$ cat src/rtl/piso_if.sv
// Load and serial-side signals of the PISO serializer.
// The master drives the word and the downstream ready. The slave (piso) drives the rest.
interface piso_if #(
    parameter int WIDTH = 4
);
    logic [WIDTH-1:0] par_in;
    logic             par_valid;
    logic             par_ready;
    logic             serial_out;
    logic             serial_valid;
    logic             serial_ready;
    logic             busy;
    logic             frame_done;

    modport master (
        output par_in, par_valid, serial_ready,
        input  par_ready, serial_out, serial_valid, busy, frame_done
    );

    modport slave (
        input  par_in, par_valid, serial_ready,
        output par_ready, serial_out, serial_valid, busy, frame_done
    );
endinterface

$ cat src/rtl/piso.sv
// Parallel-in serial-out shift register with a valid/ready load handshake.
// A new word can load on the same edge as the last bit of the current word.
// This allows back-to-back frames with no idle cycle between them.
module piso #(
    parameter int WIDTH     = 4,
    parameter bit MSB_FIRST = 1'b1
) (
    input  logic  clk,
    input  logic  rst_n,
    piso_if.slave bus
);
    localparam int               CNT_W    = $clog2(WIDTH);
    localparam logic [CNT_W-1:0] CNT_LAST = CNT_W'(WIDTH - 1);

    typedef enum logic {IDLE, SHIFT} state_t;

    state_t           state, state_nxt;
    logic [WIDTH-1:0] shreg, shreg_nxt;
    logic [CNT_W-1:0] cnt, cnt_nxt;
    logic             frame_done;
    logic             xfer, last, ready, load;

    // Move the next bit to the output end of the register and fill the vacated end with 0.
    function automatic logic [WIDTH-1:0] shift_one(input logic [WIDTH-1:0] v);
        if (MSB_FIRST)
            shift_one = {v[WIDTH-2:0], 1'b0};
        else
            shift_one = {1'b0, v[WIDTH-1:1]};
    endfunction

    // Handshake decode and next-state selection; a load takes priority over the end of a frame.
    always_comb begin
        state_nxt = state;
        shreg_nxt = shreg;
        cnt_nxt   = cnt;
        xfer      = (state == SHIFT) && bus.serial_ready;
        last      = xfer && (cnt == CNT_LAST);
        ready     = (state == IDLE) || last;
        load      = bus.par_valid && ready;
        if (load) begin
            shreg_nxt = bus.par_in;
            cnt_nxt   = '0;
            state_nxt = SHIFT;
        end else if (last) begin
            shreg_nxt = shift_one(shreg);
            cnt_nxt   = '0;
            state_nxt = IDLE;
        end else if (xfer) begin
            shreg_nxt = shift_one(shreg);
            cnt_nxt   = cnt + 1'b1;
        end
    end

    // State, shift register and counter update; frame_done marks the edge that sent the last bit.
    always_ff @(posedge clk or negedge rst_n) begin
        if (!rst_n) begin
            state      <= IDLE;
            shreg      <= '0;
            cnt        <= '0;
            frame_done <= 1'b0;
        end else begin
            state      <= state_nxt;
            shreg      <= shreg_nxt;
            cnt        <= cnt_nxt;
            frame_done <= last;
        end
    end

    // serial_out comes straight from a register bit, so no input reaches it combinationally.
    assign bus.serial_out   = MSB_FIRST ? shreg[WIDTH-1] : shreg[0];
    assign bus.serial_valid = (state == SHIFT);
    assign bus.busy         = (state == SHIFT);
    assign bus.par_ready    = ready;
    assign bus.frame_done   = frame_done;
endmodule
$ cat src/flat_wrapper.sv
// flat-port wrapper written by rule: the top's interface ports become plain ports
module piso_flat 
#(
    parameter int WIDTH     = 4,
    parameter bit MSB_FIRST = 1'b1
)
  (clk, rst_n, bus_par_in, bus_par_valid, bus_serial_ready, bus_par_ready, bus_serial_out, bus_serial_valid, bus_busy, bus_frame_done);
  piso_if #(.WIDTH(WIDTH)) bus_i ();
  input  logic clk;
  input  logic rst_n;
  input wire logic [$bits(bus_i.par_in)-1:0] bus_par_in;
  input wire logic [$bits(bus_i.par_valid)-1:0] bus_par_valid;
  input wire logic [$bits(bus_i.serial_ready)-1:0] bus_serial_ready;
  output wire logic [$bits(bus_i.par_ready)-1:0] bus_par_ready;
  output wire logic [$bits(bus_i.serial_out)-1:0] bus_serial_out;
  output wire logic [$bits(bus_i.serial_valid)-1:0] bus_serial_valid;
  output wire logic [$bits(bus_i.busy)-1:0] bus_busy;
  output wire logic [$bits(bus_i.frame_done)-1:0] bus_frame_done;
  assign bus_i.par_in = bus_par_in;
  assign bus_i.par_valid = bus_par_valid;
  assign bus_i.serial_ready = bus_serial_ready;
  assign bus_par_ready = bus_i.par_ready;
  assign bus_serial_out = bus_i.serial_out;
  assign bus_serial_valid = bus_i.serial_valid;
  assign bus_busy = bus_i.busy;
  assign bus_frame_done = bus_i.frame_done;
  piso #(.WIDTH(WIDTH), .MSB_FIRST(MSB_FIRST)) u_core (.clk(clk), .rst_n(rst_n), .bus(bus_i));
endmodule
$ cat config.mk
export PLATFORM = sky130hd
export DESIGN_NAME = piso_flat
export DESIGN_NICKNAME = d
export VERILOG_FILES = /design/src/rtl/piso_if.sv /design/src/rtl/piso.sv /design/src/flat_wrapper.sv
export SDC_FILE = /design/constraint.sdc
export NUM_CORES = 1
export LEC_CHECK = 0
export ABC_AREA = 1
export CAP_MARGIN = 20
export CORE_AREA = 2 2 39 41
export CTS_BUF_LIST = sky130_fd_sc_hd__clkbuf_16
export DETAILED_ROUTE_END_ITERATION = 8
export DIE_AREA = 0 0 41 43
export HOLD_SLACK_MARGIN = 0.12
export MAX_ROUTING_LAYER = met4
export PLACE_DENSITY = 0.56
export SYNTH_ARGS = -nofsm -noshare
export SYNTH_HDL_FRONTEND = slang
export SYNTH_SLANG_ARGS = --single-unit
export TNS_END_PERCENT = 1
$ cat constraint.sdc
create_clock -name clk -period 2.25 [get_ports clk]
set_input_delay 0.45 -clock clk [delete_from_list [all_inputs] [get_ports clk]]
set_output_delay 0.45 -clock clk [all_outputs]
set_load 0.1 [all_outputs]
==> flow_metrics.env, run 1 <==
export IMPL_die_h_um=43
export IMPL_synth_area_um2=398
export IMPL_worst_slew_pin_slew_ps=392
export IMPL_grt_setup_unrepaired="no"
export IMPL_yosysUniqueCellTypes=14
export IMPL_path_cells="clkdlybuf4s50_1 > nand3_1 > nand2_2 > buf_12"
export IMPL_start_kind="primary input"
export IMPL_synthCells=49
export IMPL_skew_ps=2.11
export IMPL_finalSetupViolations=0
export IMPL_fmax_mhz=521
export IMPL_ff2ff_setup_slack_ps=970
export IMPL_power_density_nw_per_um2=1550
export IMPL_crit_type="primary input to primary output"
export IMPL_cts_buffers=3
export IMPL_h_tree_depth=1
export IMPL_std_cell_rows=14
export IMPL_timing_hold_ws_ps=477
export IMPL_dp_cells=76
export IMPL_maxCapViolations=0
export IMPL_pin_count=13
export IMPL_track_usage_pct=11.9
export IMPL_end_kind="primary output"
export IMPL_pre_cts_ws_ps=332
export IMPL_dp_hpwl_um=614
export IMPL_synthToLayoutAreaGrowth_pct=52.2
export IMPL_hold_path_class="register to register"
export IMPL_outcome="finished clean"
export IMPL_gp_congestion=0.740
export IMPL_vias=351
export IMPL_grt_start_max_net_pins=9
export IMPL_cp_required_ps=1800
export IMPL_worstSetupEndpoint="bus_par_ready"
export IMPL_grt_pass1_wl_um=1260
export IMPL_path_max_fanout=7
export IMPL_antenna_found_initial=0
export IMPL_final_cells=79
export IMPL_path_delay_family="buffers and inverters"
export IMPL_portBuffers=12
export IMPL_syn_nets=58
export IMPL_via_per_inst=4.44
export IMPL_max_slew_margin_pct=73.8
export IMPL_min_period_over_period_pct=85.3
export IMPL_syn_area_per_cell_um2=8.12
export IMPL_p_leak_uw=0.000325
export IMPL_rr_worst_depth=7
export IMPL_dieWidth_um=41
export IMPL_coreArea_um2=1380
export IMPL_tritoncts="built"
export IMPL_cts_setup_buffers=0
export IMPL_ctsHoldBuffers=0
export IMPL_n_antenna_cell=0
export IMPL_clk_pin_slew_ps=40
export IMPL_utilization_pct=43.8
export IMPL_period_needed_ps=1920
export IMPL_cts_sinks=8
export IMPL_startpoint="bus_serial_ready"
export IMPL_worstReg2RegEnd="u_core.shreg[3]"
export IMPL_crit_cells=4
export IMPL_cts_root_buf="clkbuf_16"
export IMPL_finalSetupTns_ps=0
export IMPL_cts_resized=0
export IMPL_finalHoldViolCount=0
export IMPL_drt_antenna_violating_nets=0
export IMPL_vdd_ir_drop_max_uv=540
export IMPL_yosysWarnings=0
export IMPL_worstSkewPairLatency_ps=230
export IMPL_dr_first_iter_drc_count=3
export IMPL_cpPeakStageDelay_ps=500
export IMPL_max_clock_path_buffers=2
export IMPL_worstReg2RegStart="u_core.cnt[0]"
export IMPL_setup_ws_ps=331
export IMPL_drive_gt1_share_pct=22.2
export IMPL_cp_num_buf_inv=2
export IMPL_cp_slowest_cell="clkdlybuf4s50_1"
export IMPL_initial_core_util_pct=28.8
export IMPL_drv_slew=0
export IMPL_worstPathArrival_ps=1470
export IMPL_ys_seq_area_share_pct=50.3
export IMPL_dieArea_um2=1760
export IMPL_drc=0
export IMPL_first_pass_iters=2
export IMPL_drt_wl_total_um=788
export IMPL_synth_seq_cells=8
export IMPL_grt_pass1_vias=334
export IMPL_routedWlPerCell_um=9.97
export IMPL_finalNetCount=74
export IMPL_grt_overflow_total=0
==> per-layer routing <==
metal / share of wire, % / track usage (%) / up-vias
met1: 42 / 11.8 / 150
li1: - / - / 181
met4: 4.6 / 12.0 / 0
met3: 8.6 / 4.71 / 5
met5: 0 / - / -
met2: 44 / 16.3 / 15
==> state kept, by name (all words and copies together) (netlist names) <==
name                   count
u_core.bus.busy            1
u_core.bus.frame_done      1
u_core.cnt                 2
u_core.shreg               4
==> placed cells by master (no fill, tap or decap) <==
cell type / Yosys / layout
nor2_2: 1 / 1
a21oi_1: 1 / 1
inv_2: 2 / 2
buf_12: 0 / 1
nand2_1: 13 / 13
clkdlybuf4s50_1: 0 / 7
dfrtp_1: 8 / 8
nor2_1: 2 / 2
clkbuf_16: 0 / 3
nand2_4: 1 / 1
inv_1: 7 / 7
o21ai_0: 1 / 1
buf_4: 1 / 4
o21ai_2: 1 / 1
nand3_1: 9 / 9
nand2_2: 1 / 1
ha_1: 1 / 1
==> cells in the mapped netlist <==
cell	count	area (um2)
inv_1	7	26.3
nand2_4	1	11.3
o21ai_2	1	8.76
nor2_1	2	7.51
o21ai_0	1	5.00
nand2_2	1	6.26
nand2_1	13	48.8
dfrtp_1	8	200
a21oi_1	1	5.00
inv_2	2	7.51
nor2_2	1	6.26
ha_1	1	12.5
nand3_1	9	45.0
buf_4	1	7.51
==> logic make-up after synthesis <==
kind of cell | share of synthesized area [%]
compound gates | 4.71
fa+ha+maj | 3.14
buf+inv | 10.4
flops | 50.3
simple gates | 31.4
==> report_power, final <==
group | switching, uW | internal (uW) | total, uW
logic | 297 | 116 | 413
clock network | 65.5 | 229 | 294
registers | 33.1 | 195 | 228
==> worst register-to-register path, stage by stage (launching register included) <==
cell and delay, ps:
dfrtp_1 390, ha_1 220, nand3_1 120, nand2_2 150
nand2_4 110, nand2_1 50, nand3_1 60, nand2_1 60
==> layout make-up <==
cell class | count | area (um2)
well taps | 16 | 20.0
repair buffers | 12 | 120
multi-input cells | 31 | 156
fillers | 142 | 778
inverters | 9 | 33.8
clock buffers | 3 | 75.1
flip-flops and latches | 8 | 200
==> per-stage QoR <==
| stage | power [uW] | instance area [um2] |
|---|---|---|
| floorplan | 540 | 398 |
| global placement | 641 | 531 |
| detailed placement | 647 | 531 |
| CTS | 948 | 606 |
| global route | 987 | 606 |
| finish | 936 | 606 |
==> worst min path at each step <==
stage                          from         endpoint  slack (ps)  cells after the start
floorplan                     rst_n  u_core.bus.busy         150                      0
global placement    u_core.shreg[1]  u_core.shreg[1]         460                      2
detailed placement  u_core.shreg[2]  u_core.shreg[2]         470                      2
CTS                 u_core.shreg[2]  u_core.shreg[2]         480                      2
global route        u_core.shreg[2]  u_core.shreg[2]         490                      2
finish              u_core.shreg[2]  u_core.shreg[2]         480                      2
Note: power is estimated with default switching activity, not from simulation.
==> inputs of run 2 (changes only) <==
Settings changed: CAP_MARGIN 20 to 15, CELL_PAD_IN_SITES_DETAIL_PLACEMENT set to 1, CELL_PAD_IN_SITES_GLOBAL_PLACEMENT set to 2, CORE_AREA 2 2 39 41 to unset, CORE_MARGIN set to 1.5, CORE_UTILIZATION set to 25, DIE_AREA 0 0 41 43 to unset, PLACE_DENSITY 0.56 to 0.78.
==> flow_metrics.env, run 2 (synthesis results as in run 1) <==
export IMPL_outcome="finished clean"
export IMPL_grt_pass1_vias=334
export IMPL_drc=0
export IMPL_n_antenna_cell=0
export IMPL_cts_root_buf="clkbuf_16"
export IMPL_via_per_inst=4.44
export IMPL_gp_congestion=0.687
export IMPL_grt_setup_unrepaired="no"
export IMPL_first_pass_iters=2
export IMPL_cts_resized=0
export IMPL_grt_overflow_total=0
export IMPL_coreArea_um2=1490
export IMPL_dr_first_iter_drc_count=2
export IMPL_dieArea_um2=1840
export IMPL_hold_path_class="register to register"
export IMPL_cts_buffers=3
export IMPL_worstReg2RegEnd="u_core.shreg[2]"
export IMPL_rr_worst_depth=7
export IMPL_finalHoldViolCount=0
export IMPL_maxCapViolations=0
export IMPL_largest_registers="u_core.shreg x4, u_core.cnt x2"
export IMPL_worstSetupEndpoint="bus_par_ready"
export IMPL_drv_slew=0
export IMPL_antenna_found_initial=0
export IMPL_start_kind="primary input"
export IMPL_fillers=178
export IMPL_seqCellArea_um2=200
export IMPL_final_cell_mix="nand2_1 (13), nand3_1 (9), dfrtp_1 (8), inv_1 (7), clkdlybuf4s50_1 (7)"
export IMPL_timing_hold_ws_ps=476
export IMPL_cts_setup_buffers=0
export IMPL_finalSetupTns_ps=0
export IMPL_h_tree_depth=1
export IMPL_largest_register="u_core.shreg"
export IMPL_std_cell_rows=14
export IMPL_fmax_mhz=518
export IMPL_finalSetupViolations=0
export IMPL_p_leak_uw=0.000325
export IMPL_die_h_um=42.9
export IMPL_drive_gt1_share_pct=22.2
export IMPL_worstPathArrival_ps=1480
export IMPL_dieWidth_um=42.9
export IMPL_worst_slew_pin_slew_ps=398
export IMPL_grt_pass1_wl_um=1480
export IMPL_min_period_over_period_pct=85.8
export IMPL_portBuffers=12
export IMPL_path_max_fanout=7
export IMPL_max_clock_path_buffers=2
export IMPL_startpoint="bus_serial_ready"
export IMPL_synthToLayoutAreaGrowth_pct=52.2
export IMPL_worstReg2RegStart="u_core.cnt[0]"
export IMPL_final_common_cell="nand2_1"
export IMPL_worstSkewPairLatency_ps=230
export IMPL_end_kind="primary output"
export IMPL_track_usage_pct=12.3
export IMPL_grt_start_max_net_pins=9
export IMPL_ctsHoldBuffers=0
export IMPL_crit_type="primary input to primary output"
export IMPL_max_slew_margin_pct=73.4
export IMPL_routedWlPerCell_um=11.6
export IMPL_clk_pin_slew_ps=40
export IMPL_finalNetCount=74
export IMPL_multi_input_area_um2=156
export IMPL_period_needed_ps=1930
export IMPL_cp_required_ps=1800
export IMPL_vias=351
export IMPL_power_density_nw_per_um2=1570
export IMPL_pin_count=13
export IMPL_drt_wl_total_um=918
export IMPL_largest_reg_flops=4
export IMPL_skew_ps=4.33
export IMPL_drt_antenna_violating_nets=0
export IMPL_tritoncts="built"
export IMPL_cts_sinks=8
export IMPL_dp_hpwl_um=659
export IMPL_vdd_ir_drop_max_uv=604
export IMPL_initial_core_util_pct=26.7
export IMPL_ff2ff_setup_slack_ps=950
[run 2: cell counts in the layout (fill, tap and decap cells not counted)]
No cell type changed its count.
[run 2: metal layers]
layer | vias up | part of all wire, % | track usage, %
li1 | 178 | - | -
met1 | 159 | 42 | 13.0
met2 | 12 | 49 | 18.8
met3 | 2 | 7.6 | 6.38
met4 | 0 | 1.1 | 5.63
met5 | - | 0 | -
[run 2: stage by stage]
stage | power, uW | worst slack [ps] | area [um2] | util, % | std cells
after floorplan | 540 | 41.9 | 398 | - | 49
after global placement | 645 | 338 | 531 | 35.6 | 76
after detailed placement | 650 | 322 | 531 | 35.6 | 76
after CTS | 962 | 316 | 606 | 40.7 | 79
after global routing | 1010 | 260 | 606 | 40.7 | 79
final | 953 | 319 | 606 | 40.7 | 79
[run 2: how the worst min path moves through the flow]
stage	start	endpoint	slack [ps]	cells after the start
2_1_floorplan	rst_n	u_core.bus.busy	150	0
3_3_place_gp	u_core.shreg[2]	u_core.shreg[2]	460	2
3_5_place_dp	u_core.shreg[1]	u_core.shreg[1]	470	2
4_1_cts	u_core.shreg[1]	u_core.shreg[1]	480	2
5_1_grt	u_core.shreg[1]	u_core.shreg[1]	520	2
6_report	u_core.shreg[1]	u_core.shreg[1]	480	2
[run 2: report_power, final]
part	switching, uW	internal (uW)	total (uW)
registers	34.9	195	230
logic	305	118	423
clock network	70.2	229	299
[run 2: worst max-delay path, cell delays in order]
cell and delay [ps]:
clkdlybuf4s50_1 500, nand3_1 120, nand2_2 200, buf_12 200
[run 2: final cells by class]
| type | instances | share of cell area [%] |
|---|---|---|
| clock buffer | 3 | 12.4 |
| multi-input combinational | 31 | 25.8 |
| inverter | 9 | 5.58 |
| tap | 16 | 3.31 |
| timing repair buffer | 12 | 19.8 |
| sequential | 8 | 33.1 |
==> inputs of run 3 (changes only) <==
Clock period 2.25 ns to 2.3 ns, I/O delays scaled along.
==> results of run 3 <==
The final DEF is identical to that of run 2. Status: finished clean.
Main changes from that run: setup slack after placement 322 ps -> 352 ps; setup slack after layout 319 ps -> 349 ps; register-to-register setup slack 950 ps -> 1000 ps; total power 953 uW -> 932 uW; worst IR drop on VDD 604 uV -> 591 uV
